<file path="config.mk">
export PLATFORM = sky130hd
export DESIGN_NAME = fx3_stream_engine
export DESIGN_NICKNAME = d
export VERILOG_FILES = /design/src/rtl/fx3_stream_engine.sv
export SDC_FILE = /design/constraint.sdc
export NUM_CORES = 1
export LEC_CHECK = 0
export ABC_AREA = 1
export CAP_MARGIN = 30
export CORE_ASPECT_RATIO = 0.6
export CORE_MARGIN = 2
export CORE_UTILIZATION = 52
export DETAILED_ROUTE_END_ITERATION = 16
export PLACE_DENSITY = 0.77
export SYNTH_ARGS = -nofsm -noshare
export SYNTH_HDL_FRONTEND = slang
export SYNTH_SLANG_ARGS = --single-unit
</file>
<file path="constraint.sdc">
create_clock -name clock -period 3.3 [get_ports clock]
set_input_delay 0.66 -clock clock [delete_from_list [all_inputs] [get_ports clock]]
set_output_delay 0.66 -clock clock [all_outputs]
set_load 0.01 [all_outputs]
</file>
<file path="src/rtl/fx3_stream_engine.sv">
// ADC-to-FX3 GPIF streaming engine: offset-binary to two's-complement conversion,
// fixed-length bursts separated by a minimum idle gap, and a sticky overflow flag.
module fx3_stream_engine #(
    parameter int unsigned ADC_WIDTH  = 10,
    parameter int unsigned OUT_WIDTH  = 16,
    parameter int unsigned BURST_LEN  = 8192,
    parameter int unsigned GAP_CYCLES = 4
) (
    input  logic                 clock,
    input  logic                 reset,
    input  logic [ADC_WIDTH-1:0] inData,
    input  logic                 inValid,
    output logic                 inReady,
    input  logic                 fifoFull,
    input  logic                 testMode,
    input  logic                 th0Ready,
    output logic [OUT_WIDTH-1:0] fx3Data,
    output logic                 fx3_nWrite,
    output logic                 fx3_nError,
    output logic [15:0]          burstCount
);

    typedef enum logic [1:0] {IDLE, STREAM, GAP} state_t;

    localparam logic [15:0] LAST_WORD = 16'(BURST_LEN - 1);
    localparam logic [7:0]  LAST_GAP  = 8'(GAP_CYCLES - 1);

    state_t                 state_q, state_d;
    logic [15:0]            word_q, word_d;
    logic [7:0]             gap_q, gap_d;
    logic [ADC_WIDTH-1:0]   ramp_q, ramp_d;
    logic [OUT_WIDTH-1:0]   data_q, data_d;
    logic                   nwrite_q, nwrite_d;
    logic                   err_q, err_d;
    logic [15:0]            burst_q, burst_d;

    logic                   accept;
    logic [ADC_WIDTH-1:0]   src;
    logic [OUT_WIDTH-1:0]   conv;

    assign inReady = (state_q == STREAM);
    assign accept  = inValid & inReady;
    assign src     = testMode ? ramp_q : inData;
    // Subtracting half-scale from offset binary is just an MSB flip; the left shift
    // then places the sample in the top ADC_WIDTH bits of the output word.
    assign conv    = OUT_WIDTH'({~src[ADC_WIDTH-1], src[ADC_WIDTH-2:0]}) << (OUT_WIDTH - ADC_WIDTH);

    always_comb begin
        state_d  = state_q;
        word_d   = word_q;
        gap_d    = gap_q;
        ramp_d   = ramp_q;
        data_d   = data_q;
        burst_d  = burst_q;
        nwrite_d = 1'b1;
        err_d    = err_q | fifoFull;
        case (state_q)
            IDLE: begin
                if (th0Ready) begin
                    state_d = STREAM;
                end
            end
            STREAM: begin
                // th0Ready is deliberately not looked at: a started burst always completes.
                if (accept) begin
                    data_d   = conv;
                    nwrite_d = 1'b0;
                    ramp_d   = ramp_q + 1'b1;
                    if (word_q == LAST_WORD) begin
                        word_d  = 16'd0;
                        burst_d = burst_q + 16'd1;
                        gap_d   = 8'd0;
                        state_d = GAP;
                    end else begin
                        word_d = word_q + 16'd1;
                    end
                end
            end
            GAP: begin
                if (gap_q == LAST_GAP) begin
                    state_d = IDLE;
                end else begin
                    gap_d = gap_q + 8'd1;
                end
            end
            default: state_d = IDLE;
        endcase
    end

    always_ff @(posedge clock or posedge reset) begin
        if (reset) begin
            state_q  <= IDLE;
            word_q   <= '0;
            gap_q    <= '0;
            ramp_q   <= '0;
            data_q   <= '0;
            nwrite_q <= 1'b1;
            err_q    <= 1'b0;
            burst_q  <= '0;
        end else begin
            state_q  <= state_d;
            word_q   <= word_d;
            gap_q    <= gap_d;
            ramp_q   <= ramp_d;
            data_q   <= data_d;
            nwrite_q <= nwrite_d;
            err_q    <= err_d;
            burst_q  <= burst_d;
        end
    end

    assign fx3Data    = data_q;
    assign fx3_nWrite = nwrite_q;
    assign fx3_nError = ~err_q;
    assign burstCount = burst_q;

endmodule

</file>
**After elaboration in Yosys (flattened, before gate mapping)**

Cells that the tools add are included.

- Reductions and logical operators: 6
- Eq/ne operators: 9
- Bitwise gates (word level): 4
- Add/sub/neg operators: 4
- Mux-type cells: 13

Operators by type and width:

| operator | number |
|---|---|
| $add 16x1->16 const B | 2 |
| $mux 8 | 3 |
| $eq 16x13->1 const B | 1 |
| $mux 16 | 1 |
| $pmux 8 s2 | 1 |
| $add 10x1->10 const B | 1 |
| $mux 10 | 1 |
| $add 8x1->8 const B | 1 |
| $eq 8x2->1 const B | 1 |
| $mux 2 | 4 |
| $reduce_and 4->1 | 2 |
| $ne 2x2->1 const B | 3 |
| $pmux 2 s3 | 1 |
| $ne 2x1->1 const B | 2 |
| $reduce_and 3->1 | 1 |
| $eq 2x1->1 const B | 1 |
| $eq 2x2->1 const B | 1 |
| $logic_not 2->1 | 1 |
| $mux 1 | 2 |
| $not 1->1 | 2 |
| $reduce_and 2->1 | 1 |
| $reduce_bool 2->1 | 1 |
| $and 1x1->1 | 1 |
| $or 1x1->1 | 1 |

- Logic and storage cells: 44
- Bits of input ports: 16
- Bits in registers: 64

**Depth between registers and ports, before layout**

- Word-level depth: 4
- Depth in mapped cells: 8
- Gate-level depth less buffers: 8

**Worst setup path after synthesis**

Ideal clock, no wire load.

- Kind: input to register
- From: input port inValid
- To: register ramp_q[7]
- Stages: 5
- Setup time: 0.124 ns
- Path buffers: 1
- Path slack: 1.841 ns
- Data arrival time: 1.336 ns
- Cell sequence: nand3_2 -> buf_6 -> nor2_2 -> nand4_1 -> xor2_1

- Longest elaborated chain between the ends: 2

RTL lines:

| item | RTL line | text |
|---|---|---|
| start: declaration | 12 | `input logic inValid,` |
| $and 1x1->1 | 42 | `assign accept = inValid & inReady;` |
| $reduce_and 2->1 (no line) | - |  |
| end signal: assignment | 104 | `ramp_q <= ramp_d;` |
| end: declaration | 31 | `logic [ADC_WIDTH-1:0] ramp_q, ramp_d;` |

Every way passes these cells.
A chain may end at the register's enable or synchronous reset.

**Worst setup path in the final report**

- From: input port inValid
- To: register burst_q[15], in the netlist burstCount[15]

- Longest elaborated chain between the ends: 2

RTL lines:

| item | RTL line | text |
|---|---|---|
| $and 1x1->1 | 42 |  |
| $reduce_and 3->1 (no line) | - |  |
| end signal: assignment | 108 | `burst_q <= burst_d;` |
| end: declaration | 35 | `logic [15:0] burst_q, burst_d;` |

Every way passes these cells.

==> metrics.sh <==
CTS_BUFFERS=9
NUM_IO_PINS=51
POST-CTS-SETUP-BUFFERS=0
YOSYS-TOP-CELLS-AREA='sky130_fd_sc_hd__dfrtp_1, sky130_fd_sc_hd__nand2_1, sky130_fd_sc_hd__inv_1'
FLOORPLAN.DIE.WIDTH_UM=110
ROUTED_VIA_DENSITY=5.14
STARTPOINT_TYPE='primary input'
CORE.ROWCOUNT=23
FILLERS=601
DISTINCT_CELL_TYPE_COUNT_AFTER_SYNTHESIS=31
MAPPEDNETLISTAREA_UM2=3500
ACTUAL_SLEW_AT_THE_WORST_MAX_SLEW_PIN_PS=803
PIN_COUNT_OF_THE_BIGGEST_NET_ENTERING_GLOBAL_ROUTING=65
DRIVE_GT1_SHARE_PCT=7.34
DRCVIOLATIONCOUNT=0
AVGROUTEDWIREPERCELL_UM=13.5
DRT_FIRST_ITER_VIOLATIONS=143
MAX_FREQ_GHz=0.423
SLEW_VIOLATIONS=0
INITIAL_CORE_UTIL_PCT=53.0
GRT_OVERFLOW=0
SYNTH_CELLS=451
SYNTH.AVG_CELL_AREA_UM2=7.75
TIMING.FINAL.SETUP_VIOLATIONS=0
POSTSYNTHREGISTERBITS=64
CTS.HTREE.LEVELS=3
CTSRESIZECOUNT=0
TOTALWIRELENGTH_MM=7.96
MOSTFREQUENTLAYOUTCELLS='sky130_fd_sc_hd__nand2_1, sky130_fd_sc_hd__dfrtp_1, sky130_fd_sc_hd__inv_1'
ANTENNA_FOUND_INITIAL=0
FULL_DIE_AREA_UM2=7420
NUM_ANTENNA_CELLS=0
POST-DP-HPWL_MM=5.85
OUTCOME='completed'
FINAL_AREA_UM2=4150
SYNTH_FLOP_CELL='sky130_fd_sc_hd__dfrtp_1'
CRITICAL_PATH_REQUIRED_PS=3570
VIA_COUNT_OF_THE_FIRST_GLOBAL_ROUTING_PASS=2682
LENGTH_OF_THE_FIRST_DETAILED_ROUTING_PASS_IN_ITERATIONS=5
CLK_PATH_BUF_DEPTH=2
P_PER_AREA_nW_PER_UM2=459
ANT_NETS=0
CTS_HOLD_BUFFERS=0
TIMING.CRITICAL_PATH.TO_TYPE='register'
P_LEAK_nW=2.05
GLOBAL_ROUTE_WIRE_LENGTH_BEFORE_REPAIR_MM=13.0
CLOCK-SKEW-FINAL_PS=6.96
FINAL_PERIOD_MINUS_WORST_SETUP_SLACK_PS=2360
GPL.FINAL_WEIGHTED_CONGESTION=0.889
CTS-ROOT-BUF='sky130_fd_sc_hd__clkbuf_8'
FIN_TNS_SETUP_PS=0
CHIPHEIGHT_UM=67.5
WORST_EP_ARRIVAL_TIME_PS=2640
CORE_REGION_AREA_UM2=6590
RSZ0062_AT_GRT='no'
TRITONCTS='built'
MAXIMUM_VDD_DROP_mV=0.306
ASYNCSETRESETFLOPFRACSYNTH_PCT=100
FINAL_HOLD_VIOS=0
POST-LAYOUT-TOTAL-POWER_W=0.00191
YOSYS.AREA.TOP_TYPE='sky130_fd_sc_hd__dfrtp_1'
SYNTH_TOP_CELL_AREA_SHARE_PCT=45.1
SYNTH_SEQUENTIAL_AREA_RATIO_PCT=45.8
AREA_GROWTH_SYN_TO_LAYOUT_PCT=18.8
TIMING.HOLD.WORST.CLASS='reg2reg'
NUMCLOCKSINKS=64
CLOCK_LATENCY_PS=330
PLACEMENT.IO_BUFFERS=44
CLK_TRANSITION_REPORTED_PATHS_PS=70
CRITICAL_PATH_PEAK_FANOUT=24
MAX_CAP_VIOL_COUNT=0
FIN_NETS=519
LAYOUT.CELLS.MOST_COMMON='sky130_fd_sc_hd__nand2_1'
CRITICALPATHCATEGORY='in2reg'
TRACK_USAGE_PCT=23.2
SYNTH_ENABLE_FLOP_CELLS=0
TIMING.FINAL.CRIT_SHARE_PCT=71.6
SLEW_HEADROOM_PCT=46.5
SYNTH_WARNINGS=0
PLACEDINSTANCEAREA_UM2=3980
ROUTED-VIA-COUNT=3036
through the flow:
| step | setup WS (ps) | std cells | util, % | hold WS, ps |
|---|---|---|---|---|
| 2_1_floorplan | 1040 | 456 | - | 440 |
| 3_3_place_gp | 709 | 575 | 60.4 | 453 |
| 3_5_place_dp | 653 | 575 | 60.4 | 462 |
| 4_1_cts | 1000 | 591 | 63.0 | 477 |
| 5_1_grt | 837 | 591 | 63.0 | 508 |
| 6_report | 937 | 591 | 63.0 | 471 |
worst paths after layout:
| check | cells after the start | startpoint | to | slack, ps |
|---|---|---|---|---|
| hold / removal | 1 | err_q$_DFF_PP0_ | err_q$_DFF_PP0_ | 470 |
| hold reg to reg | 1 | err_q$_DFF_PP0_ | err_q$_DFF_PP0_ | 470 |
| min in group asynchronous | 3 | reset | gap_q[7]$_DFFE_PP0P_ | 860 |
| max in group asynchronous | 3 | reset | fx3Data[7]$_DFFE_PP0P_ | 1900 |
| setup reg to reg | 7 | word_q[0]$_DFFE_PP0P_ | burstCount[15]$_DFFE_PP0P_ | 1230 |
| setup / recovery | 7 | inValid | burstCount[15]$_DFFE_PP0P_ | 940 |
registers in the layout, summed over array words and instances (netlist names):
name        flops
word_q         16
fx3Data        10
gap_q           8
ramp_q         10
fx3_nWrite      1
burstCount     16
state_q         2
err_q           1
cells by family (layout without fill, tap and decap cells):
logic type / after synthesis / after routing / synth area share [%]
other: 1 / 6 / 0.107
AND/OR/NAND/NOR: 257 / 257 / 33.1
flip-flops: 64 / 64 / 45.8
adder cells (fa/ha/maj): 4 / 4 / 1.43
buffers and inverters: 66 / 114 / 8.37
AO/OA/AOI/OAI: 39 / 39 / 6.16
XOR/XNOR: 20 / 20 / 5.01
cells in the mapped netlist (3+ instances only):
cell,number
sky130_fd_sc_hd__inv_1,50
sky130_fd_sc_hd__nand4_1,12
sky130_fd_sc_hd__dfrtp_1,63
sky130_fd_sc_hd__xnor2_1,9
sky130_fd_sc_hd__buf_4,7
sky130_fd_sc_hd__nor2_1,37
sky130_fd_sc_hd__xor2_1,11
sky130_fd_sc_hd__o21ai_2,4
sky130_fd_sc_hd__a21oi_1,5
sky130_fd_sc_hd__nand2_1,147
sky130_fd_sc_hd__nand3_2,5
sky130_fd_sc_hd__nand3b_1,4
sky130_fd_sc_hd__nor3_1,6
sky130_fd_sc_hd__buf_2,3
sky130_fd_sc_hd__nand3_1,35
sky130_fd_sc_hd__nor2_2,3
sky130_fd_sc_hd__ha_1,4
sky130_fd_sc_hd__o21ai_0,28
area by class of cell:
cell class | instances | area, um2 | share of cell area [%]
multi-input combinational | 326 | 1620 | 39.0
sequential | 64 | 1600 | 38.6
timing repair buffer | 46 | 455 | 11.0
inverter | 52 | 195 | 4.70
clock buffer | 15 | 166 | 4.01
tap | 87 | 109 | 2.62
clock inverter | 1 | 5.00 | 0.121
routing by layer:
layer | share of wire, % | up-vias | track usage (%)
met5 | 0 | - | 0
met4 | 0.65 | 0 | 5.06
met3 | 6.8 | 6 | 7.34
met2 | 41 | 104 | 31.1
met1 | 52 | 1408 | 36.1
li1 | - | 1518 | -
report_power, final:
| part | internal, W | total (W) | switching [W] |
|---|---|---|---|
| Clock | 0.000314 | 0.000602 | 0.000288 |
| Sequential | 0.000879 | 0.000980 | 0.000101 |
| Combinational | 0.000143 | 0.000324 | 0.000181 |
worst max-delay path: stages:
cell and delay, ps:
sky130_fd_sc_hd__clkdlybuf4s50_1 520, sky130_fd_sc_hd__nand3_2 230, sky130_fd_sc_hd__inv_2 210, sky130_fd_sc_hd__nand3_2 470
sky130_fd_sc_hd__clkinv_1 380, sky130_fd_sc_hd__nand2_1 90, sky130_fd_sc_hd__nand2_1 70
No activity file was read; power rests on OpenSTA's default activity.
